$ cat config.mk
export PLATFORM = sky130hd
export DESIGN_NAME = fft_stage_sequencer
export DESIGN_NICKNAME = d
export VERILOG_FILES = /design/src/rtl/fft_stage_sequencer.sv
export SDC_FILE = /design/constraint.sdc
export NUM_CORES = 1
export LEC_CHECK = 0
export ABC_AREA = 1
export BUFFER_PORTS_ARGS = -buffer_cell sky130_fd_sc_hd__buf_2
export CORE_MARGIN = 4
export CORE_UTILIZATION = 35
export CTS_CLUSTER_DIAMETER = 80
export CTS_CLUSTER_SIZE = 16
export DETAILED_ROUTE_END_ITERATION = 10
export MAX_ROUTING_LAYER = met4
export PLACE_DENSITY_LB_ADDON = 0.15
export SLEW_MARGIN = 20
export SYNTH_ARGS = -nofsm -noshare
export SYNTH_HDL_FRONTEND = slang
export SYNTH_SLANG_ARGS = --single-unit
$ cat constraint.sdc
create_clock -name clk -period 2.51 [get_ports clk]
set_clock_uncertainty 0.05 [all_clocks]
set_input_delay 0.251 -clock clk [delete_from_list [all_inputs] [get_ports clk]]
set_output_delay 0.251 -clock clk [all_outputs]
set_load 0.01 [all_outputs]
$ cat src/rtl/fft_stage_sequencer.sv
// fft_stage_sequencer: four-pass in-place scheduler for a 16-point radix-2 DIT FFT on one 8-butterfly array.
// Optional conjugate twiddles for the inverse transform when FFT_INVERSE_EN is defined.
module fft_stage_sequencer #(
  parameter int SETTLE_CYCLES = 1
) (
  input  logic        clk,
  input  logic        n_rst,
  input  logic        start,
  input  logic        abort,
`ifdef FFT_INVERSE_EN
  input  logic        inverse,
`endif
  output logic        busy,
  output logic        done,
  output logic [1:0]  stage,
  output logic        capture,
  output logic [63:0] src_index,
  output logic [31:0] twiddle_index
);
  typedef enum logic [1:0] {IDLE, ISSUE, CAPT, FIN} state_t;
  state_t state_q, state_d;
  logic [1:0] stage_q, stage_d;
  logic [3:0] cnt_q, cnt_d;
  logic busy_q, busy_d, done_q, done_d, capture_q, capture_d;
  logic accept;
  assign accept = state_q == IDLE && start && !abort;
`ifdef FFT_INVERSE_EN
  logic inv_q, inv_d;
  assign inv_d = accept ? inverse : inv_q;
  always_ff @(posedge clk or negedge n_rst)
    if (!n_rst) inv_q <= 1'b0;
    else inv_q <= inv_d;
`else
  logic inv_q;
  assign inv_q = 1'b0;
`endif
  always_comb begin
    state_d = state_q;
    stage_d = stage_q;
    cnt_d   = cnt_q;
    unique case (state_q)
      IDLE:  state_d = accept ? ISSUE : IDLE;
      ISSUE: begin
        state_d = cnt_q == 4'(SETTLE_CYCLES - 1) ? CAPT : ISSUE;
        cnt_d   = cnt_q == 4'(SETTLE_CYCLES - 1) ? 4'd0 : cnt_q + 4'd1;
      end
      CAPT: begin
        state_d = stage_q == 2'd3 ? FIN : ISSUE;
        stage_d = stage_q == 2'd3 ? stage_q : stage_q + 2'd1;
      end
      FIN: begin
        state_d = IDLE;
        stage_d = 2'd0;
      end
    endcase
    if (abort && state_q != IDLE) begin
      state_d = IDLE;
      stage_d = 2'd0;
      cnt_d   = 4'd0;
    end
    busy_d    = state_d != IDLE;
    capture_d = state_d == CAPT;
    done_d    = state_d == FIN;
  end
  always_ff @(posedge clk or negedge n_rst)
    if (!n_rst) begin
      state_q   <= IDLE;
      stage_q   <= 2'd0;
      cnt_q     <= 4'd0;
      busy_q    <= 1'b0;
      done_q    <= 1'b0;
      capture_q <= 1'b0;
    end else begin
      state_q   <= state_d;
      stage_q   <= stage_d;
      cnt_q     <= cnt_d;
      busy_q    <= busy_d;
      done_q    <= done_d;
      capture_q <= capture_d;
    end
  // butterfly k pairs top/top+span; the inverse twiddle is the 4-bit negation of the exponent
  always_comb begin
    src_index     = '0;
    twiddle_index = '0;
    for (int k = 0; k < 8; k++) begin
      logic [3:0] pos, top, e;
      pos = 4'(k) & ((4'd1 << stage_q) - 4'd1);
      top = ((4'(k) >> stage_q) << (3'(stage_q) + 3'd1)) + pos;
      e   = pos << (2'd3 - stage_q);
      src_index[8*k +: 4]     = top;
      src_index[8*k+4 +: 4]   = top + (4'd1 << stage_q);
      twiddle_index[4*k +: 4] = inv_q ? 4'd0 - e : e;
    end
  end
  assign busy    = busy_q;
  assign done    = done_q;
  assign capture = capture_q;
  assign stage   = stage_q;
endmodule

# == Yosys cells after proc, flatten, opt, wreduce, memory -nomap -nowiden ==
# Cells that the tools add are included.
# Widths: inputs -> output; s select.
# word_totals
register_bits,11
input_bits,4
out_inout_bits,101
# classes
n_addsub,20
n_eq_ne,7
shifts,25
muxes,11
n_reduce_logical,11
# op_table
op,n
$add 4x4->4,8
$shl 4x3->4,8
$add 4x3->4,4
$shl 3x2->4,4
$shr 3x2->4 const A,4
$mux 4,3
$eq 2x2->1 const B,5
$mux 2,5
$add 4x2->4,2
$pmux 2 s4,1
$shl 1x2->4 const A,2
$shl 2x2->4,2
$shr 1x2->4 const A,2
$shr 2x2->4 const A,2
$reduce_bool 2->1,3
$add 4x1->4,1
$add 4x1->4 const B,1
$logic_not 4->1,1
$pmux 2 s2,1
$shl 1x2->4,1
$add 2x1->3 const B,1
$logic_and 1x1->1,3
$ne 3x3->1 const B,1
$reduce_bool 3->1,1
8 further kinds,8

# == Depth between registers and ports, before layout ==
# Gate-level depths: netlist of run 1.
# logic_depth
ltp_word,7
depth_mapped,10
mapped_depth_nobuf,10

# == Least setup slack after synthesis of run 1 ==
# Ideal clock, no wire load.
# synth_timing
path_kind,reg-to-output
start,reg stage_q[1] (netlist: stage[1])
end,out src_index[19]
arrival_time_ns,2.059
slack_ns,0.150
stages_incl_launch_ff,9
path_cell_list,dfrtp_1 -> inv_1 -> ha_1 -> inv_1 -> nand2_4 -> nand2_1 -> ha_1 -> ha_1 -> xnor2_1
# synth_via
elab_chain_cells,3
word_cells_on_any_way,6
classes_between,add/sub: 3; shift: 3
# synth_lines
item,line,source
start: declaration,22,"logic [1:0] stage_q, stage_d;"
start signal: assignment,75,stage_q <= stage_d;
"$add 2x1->3, or another cell as far along",88,top = ((4'(k) >> stage_q) << (3'(stage_q) + 3'd1)) + pos;
$shl 4x3->4 or $sub 3x1->3 (tied branches),-,
$add 4x2->4 *,88,
end: declaration,17,"output logic [63:0] src_index,"
# Mark *: on every way between the ends. The rest lies on a longest branch, timed or not.

# == Worst setup path in the final report of run 1 ==
# layout_timing
start,reg stage_q[1] (netlist: stage[1])
end,out src_index[47]
# layout_via
elab_chain_cells,4
word_cells_on_any_way,7
classes_between,add/sub: 4; shift: 3
# layout_lines
item,line,source
"$add 2x1->3, or another cell as far along",88,
$shl 4x3->4 or $sub 3x1->3 (tied branches),"88, 87",
$add 4x3->4,88,
$add 4x4->4 *,91,src_index[8*k+4 +: 4] = top + (4'd1 << stage_q);
# Marked as above.

==> results.py, run 1 <==
metrics = {
    "timing": {
        "slew_viol_final": 0,
        "holdWs_ns": 0.2919,
        "rsz0062_at_grt": "yes",
        "setup_slack_ns": 0.1319,
        "fmax_mhz": 420.5,
        "min_period_ns": 2.378,
        "finalSetupViolCount": 0,
        "hold_viol": 0,
        "timing.final.crit_share_pct": 94.75,
    },
    "final_layout": {
        "syn_to_final_growth_pct": 18.55,
        "final_layout_size_suffix_gt1_share_pct": 40.55,
        "nets": 313,
        "antenna_cells": 0,
        "final_area_um2": 1887,
        "fillers": 493,
        "final_cells": 343,
    },
    "route": {
        "postRouteAntennaNets": 0,
        "wl_per_cell_um": 10.70,
        "viasPerCell": 4.070,
        "wl_um": 3669,
        "drt-initial-drc-count": 39,
        "firstDrtPassIters": 5,
        "drc_errors": 0,
        "vias": 1396,
    },
    "global_route": {
        "grt_use_total_pct": 12.96,
        "grt_max_degree": 14,
        "grt_pass1_vias": 1231,
        "antenna_found_initial": 0,
        "grt_pass1_wl_um": 5651,
        "overflow": 0,
    },
    "synthesis": {
        "yosysTopAreaCellShare_pct": 23.58,
        "syn_inst": 229,
        "ys_seq_elements": 11,
        "seq_area_frac_synth_pct": 17.30,
        "synth_edf_count": 0,
        "syn_area_um2": 1592,
        "syn_avg_cell_area_um2": 6.950,
        "yosysTopAreaCell": "buf_4",
        "synth.most_common_cell": "buf_4",
        "ys_types": 24,
        "synth_area_leaders": "buf_4, dfrtp_1, ha_1",
        "ys_warn_count": 0,
        "yosys_most_used_dff": "dfrtp_1",
        "synth_common_cells": "buf_4, nand2_1, inv_1, ha_1, nor2_1",
        "async_flop_share_pct": 100.0,
    },
    "power_and_ir_drop": {
        "power_switching_uw": 1545,
        "p_leak_uw": 0.001186,
        "comb_power_share_pct": 84.8,
        "p_seq_share_pct": 8.5,
        "switching_share_pct": 55.35,
        "p_per_area_nw_per_um2": 1479,
        "irDropWorstVdd_mv": 0.3779,
        "clkPwrFrac_pct": 6.6,
        "intPower_uw": 1246,
    },
    "clock_tree": {
        "clk_latency_ns": 0.25,
        "cts_tree": "yes",
        "clk_path_buf_depth": 2,
        "clk_pin_slew_ns": 0.05,
        "cts_made_buffers": 3,
        "clock-root-buffer": "clkbuf_8",
        "cts.sinks": 11,
        "htreeDepth": 1,
        "postCtsSetupBuffers": 0,
    },
    "die": {
        "die-height_um": 75.44,
        "dieArea_um2": 5690,
        "dieWidth_um": 75.44,
        "fp.coreArea_um2": 4384,
        "row_count": 24,
        "ios": 105,
        "floorplan.initialDensity_pct": 36.30,
    },
    "placed_design": {
        "gp_congestion": 0.7900,
        "port_buffers": 86,
        "pre_cts_slack_ns": 0.3019,
        "dp_cells": 338,
        "placed_cell_area_um2": 1813,
        "hpwl_um": 3088,
    },
    "setup_path": {
        "r2r_slack_ns": 0.90,
        "required_ns": 2.21,
        "slowest_stage": "dfrtp_1",
        "cp-start-kind": "flop",
        "critPathMaxFanout": 12,
        "cp.depth": 7,
        "path_cells": "buf_4 -> ha_1 -> buf_4 -> ha_1 -> a21oi_1 -> xnor2_1 -> buf_2",
        "reg2reg_from": "stage[1]",
        "crit_path_max_incr_delay_ns": 0.38,
        "reg2regPathDepth": 6,
        "critPathArrivalTime_ns": 2.08,
        "critPathTopFamily": "adder cells",
        "crit_type": "flop to primary output",
        "cp_num_buf_inv": 3,
        "crit_path_end_kind": "primary output",
        "worstReg2RegEnd": "stage[1]",
    },
    "min_path": {
        "hp-start": "start",
        "hp-class": "input port to flop",
        "min_to": "busy",
        "holdPathStages": 5,
    },
    "outcome": {
        "outcome": "completed",
    },
    "run": {
        "maxCapViolCount": 0,
    },
}
-- worst max path at each step --
stage,from,endpoint,slack [ns]
after floorplan,stage[1],src_index[19],0.15
after global placement,stage[0],src_index[63],0.30
after detailed placement,stage[0],src_index[63],0.30
after CTS,stage[0],src_index[63],0.03
final,stage[1],src_index[47],0.13
after global routing,stage[1],src_index[10],-0.01
-- kinds of logic (layout without fill, tap and decap cells) --
| group | after synthesis | count (layout) | synth area share, % |
|---|---|---|---|
| compound gates | 17 | 17 | 5.581 |
| xor+xnor | 11 | 11 | 6.526 |
| fa+ha+maj | 17 | 17 | 13.36 |
| buf+inv | 88 | 133 | 32.71 |
| flops | 11 | 11 | 17.30 |
| other cells | 2 | 19 | 0.4719 |
| simple gates | 83 | 83 | 24.06 |
-- what timing repair did --
item | 4_1_cts | 5_1_grt
hold buffers | 1 | 0
hold endpoints to repair | 11 | 0
setup endpoints to repair | 0 | 7
gates resized for setup | 0 | 7
-- power by group through the flow --
stage | combinational [µW] | clock [µW] | sequential (µW)
after floorplan | 1730 | 0 | 260
after global placement | 2400 | 0 | 232
after detailed placement | 2390 | 0 | 231
after CTS | 2400 | 189 | 229
after global routing | 2680 | 197 | 244
final | 2370 | 185 | 238
-- sequential cells by signal (all words and copies together) (netlist names) --
name	cells
cnt_q	4
stage	2
state_q	2
busy	1
capture	1
done	1
-- worst min-delay path, cell delays in order --
cell and delay [ns]:
buf_2 0.07, inv_1 0.03, nand2_1 0.05, nand3_1 0.09, inv_1 0.06
-- metrics by stage --
stage	TNS, ns	utilization, %	power (µW)
after floorplan	0	-	1987
after global placement	0	41.35	2629
after detailed placement	0	41.35	2623
after CTS	0	42.61	2813
after global routing	-0.02563	43.04	3121
final	0	43.04	2791
-- cell type report --
class | count | area (µm²) | share of cell area [%]
multi-input combinational | 147 | 877.1 | 46.49
timing repair buffer | 93 | 485.5 | 25.73
sequential | 11 | 276.5 | 14.66
inverter | 36 | 137.6 | 7.294
tap | 52 | 65.06 | 3.448
clock buffer | 4 | 45.04 | 2.387
-- per-layer routing --
| layer | vias to the layer above | track usage (%) | part of all wire (%) | routed length (µm) |
|---|---|---|---|---|
| met5 | - | - | 0 | 0 |
| met4 | 0 | 4.660 | 1.4 | 52 |
| met3 | 5 | 1.451 | 8.3 | 305 |
| met2 | 47 | 22.53 | 49 | 1791 |
| met1 | 593 | 15.36 | 41 | 1520 |
| li1 | 751 | - | - | - |
-- cells in the final DEF (no fill, tap or decap), drive strengths merged, types with 7 or more instances in the layout --
master   n
nor2    20
inv     36
nand2   47
ha      17
buf     92
conb    19
o21ai   10
dfrtp   11
a21oi    7
xor2     7
nand3   13
Power figures use the tool's default switching activity.
==> run 2: changes to the inputs <==
--- a/config.mk
+++ b/config.mk
@@ -12,9 +12,7 @@
 export CTS_CLUSTER_DIAMETER = 80
 export CTS_CLUSTER_SIZE = 16
 export DETAILED_ROUTE_END_ITERATION = 10
-export MAX_ROUTING_LAYER = met4
 export PLACE_DENSITY_LB_ADDON = 0.15
-export SLEW_MARGIN = 20
 export SYNTH_ARGS = -nofsm -noshare
 export SYNTH_HDL_FRONTEND = slang
 export SYNTH_SLANG_ARGS = --single-unit
==> run 2 against run 1 <==
Core utilization unchanged. Routed wire length about the same. Flip-flop and latch count unchanged. Critical endpoint unchanged. Critical path type unchanged.
==> results.py, run 2 (synthesis results as in run 1) <==
metrics = {
    "outcome": {
        "outcome": "completed",
    },
    "setup_path": {
        "critPathArrivalTime_ns": 2.08,
        "cp-start-kind": "flop",
        "crit_path_max_incr_delay_ns": 0.38,
        "crit_path_end_kind": "primary output",
        "critPathTopFamily": "adder cells",
        "crit_type": "flop to primary output",
        "cp_num_buf_inv": 3,
        "path_cells": "buf_4 -> ha_1 -> buf_4 -> ha_1 -> a21oi_1 -> xnor2_1 -> buf_2",
        "slowest_stage": "dfrtp_1",
        "critPathMaxFanout": 12,
        "required_ns": 2.21,
    },
    "timing": {
        "finalSetupViolCount": 0,
        "slew_viol_final": 0,
        "fin_setup_tns_ns": 0,
        "timing.final.crit_share_pct": 94.73,
        "fmax_mhz": 420.6,
        "setup_slack_ns": 0.1322,
        "rsz0062_at_grt": "yes",
        "min_period_ns": 2.378,
        "holdWs_ns": 0.2919,
        "hold_viol": 0,
    },
    "placed_design": {
        "port_buffers": 86,
        "gp_congestion": 0.7793,
        "hpwl_um": 3088,
        "pre_cts_slack_ns": 0.3019,
    },
    "clock_tree": {
        "clk_latency_ns": 0.25,
        "clk_path_buf_depth": 2,
        "htreeDepth": 1,
        "cts_tree": "yes",
        "cts_made_buffers": 3,
        "clock-root-buffer": "clkbuf_8",
        "cts.sinks": 11,
        "clk_pin_slew_ns": 0.05,
    },
    "route": {
        "postRouteAntennaNets": 0,
        "firstDrtPassIters": 5,
        "wl_per_cell_um": 10.69,
        "wl_um": 3667,
        "drc_errors": 0,
        "vias": 1394,
        "viasPerCell": 4.064,
        "drt-initial-drc-count": 39,
    },
    "die": {
        "row_count": 24,
        "ios": 105,
        "die-height_um": 75.44,
        "fp.coreArea_um2": 4384,
        "dieWidth_um": 75.44,
        "dieArea_um2": 5690,
        "floorplan.initialDensity_pct": 36.30,
    },
    "power_and_ir_drop": {
        "power_switching_uw": 1543,
        "irDropWorstVdd_mv": 0.3778,
        "p_seq_share_pct": 8.5,
        "comb_power_share_pct": 84.8,
        "p_per_area_nw_per_um2": 1478,
        "p_leak_uw": 0.001186,
        "power_uw": 2790,
        "clkPwrFrac_pct": 6.6,
        "switching_share_pct": 55.33,
        "intPower_uw": 1246,
    },
    "final_layout": {
        "syn_to_final_growth_pct": 18.55,
        "nets": 313,
        "post-route-util_pct": 43.04,
        "antenna_cells": 0,
        "top_register": "cnt_q",
        "fillers": 493,
        "largest_register_ff_count": 4,
        "final_common_cell": "buf_2",
        "final_layout_size_suffix_gt1_share_pct": 40.55,
        "final_cell_mix": "buf_2, nand2_1, inv_1",
    },
    "run": {
        "maxCapViolCount": 0,
    },
    "global_route": {
        "grt_pass1_wl_um": 5651,
        "grt_max_degree": 14,
        "grt_pass1_vias": 1231,
        "grt_use_total_pct": 12.57,
        "overflow": 0,
        "antenna_found_initial": 0,
    },
    "min_path": {
        "hp-class": "input port to flop",
    },
}
[run 2: worst paths after layout]
| check | end | cells after the start | slack, ns | from |
|---|---|---|---|---|
| worst max-delay path | src_index[47] | 7 | 0.13 | stage[1] |
| worst min-delay path | busy | 5 | 0.29 | start |
| worst max register to register | stage[1] | 6 | 0.90 | stage[1] |
| worst min register to register | state_q[0] | 1 | 0.51 | state_q[0] |
| max in group asynchronous | stage[0] | 2 | 1.82 | n_rst |
| min in group asynchronous | cnt_q[2] | 2 | 0.36 | n_rst |
[run 2: timing repair]
action,4_1_cts,5_1_grt
hold endpoints to repair,11,0
gates resized for setup,0,7
buffers inserted,0,0
hold buffers,1,0
endpoints found under the setup margin,0,7
[run 2: layout make-up]
cell class / count / area (µm²) / area share, %
Tap cell: 52 / 65.06 / 3.448
Clock buffer: 4 / 45.04 / 2.387
Inverter: 36 / 137.6 / 7.294
Multi-Input combinational cell: 147 / 877.1 / 46.49
Sequential cell: 11 / 276.5 / 14.66
Timing Repair Buffer: 93 / 485.5 / 25.73
[run 2: power by group through the flow]
stage | Sequential (µW) | Clock [µW] | Combinational (µW)
3_3_place_gp | 232 | 0 | 2400
2_1_floorplan | 260 | 0 | 1730
6_report | 238 | 185 | 2370
5_1_grt | 244 | 197 | 2680
4_1_cts | 229 | 189 | 2400
3_5_place_dp | 231 | 0 | 2390
[run 2: stage by stage]
stage	area (µm²)	std cells
5_1_grt	1887	343
6_report	1887	343
4_1_cts	1868	343
3_3_place_gp	1813	338
3_5_place_dp	1813	338
2_1_floorplan	1655	246
[run 2: routing by layer]
layer / part of all wire [%] / vias up / global-route usage [%]
li1: - / 751 / -
met1: 41 / 591 / 15.36
met2: 49 / 47 / 22.53
met3: 8.3 / 5 / 1.451
met4: 1.4 / 0 / 4.660
met5: 0 / - / 0
[run 2: worst min-delay path, stage by stage]
cell and delay (ns):
buf_2 0.07, inv_1 0.03, nand2_1 0.05, nand3_1 0.09
inv_1 0.06
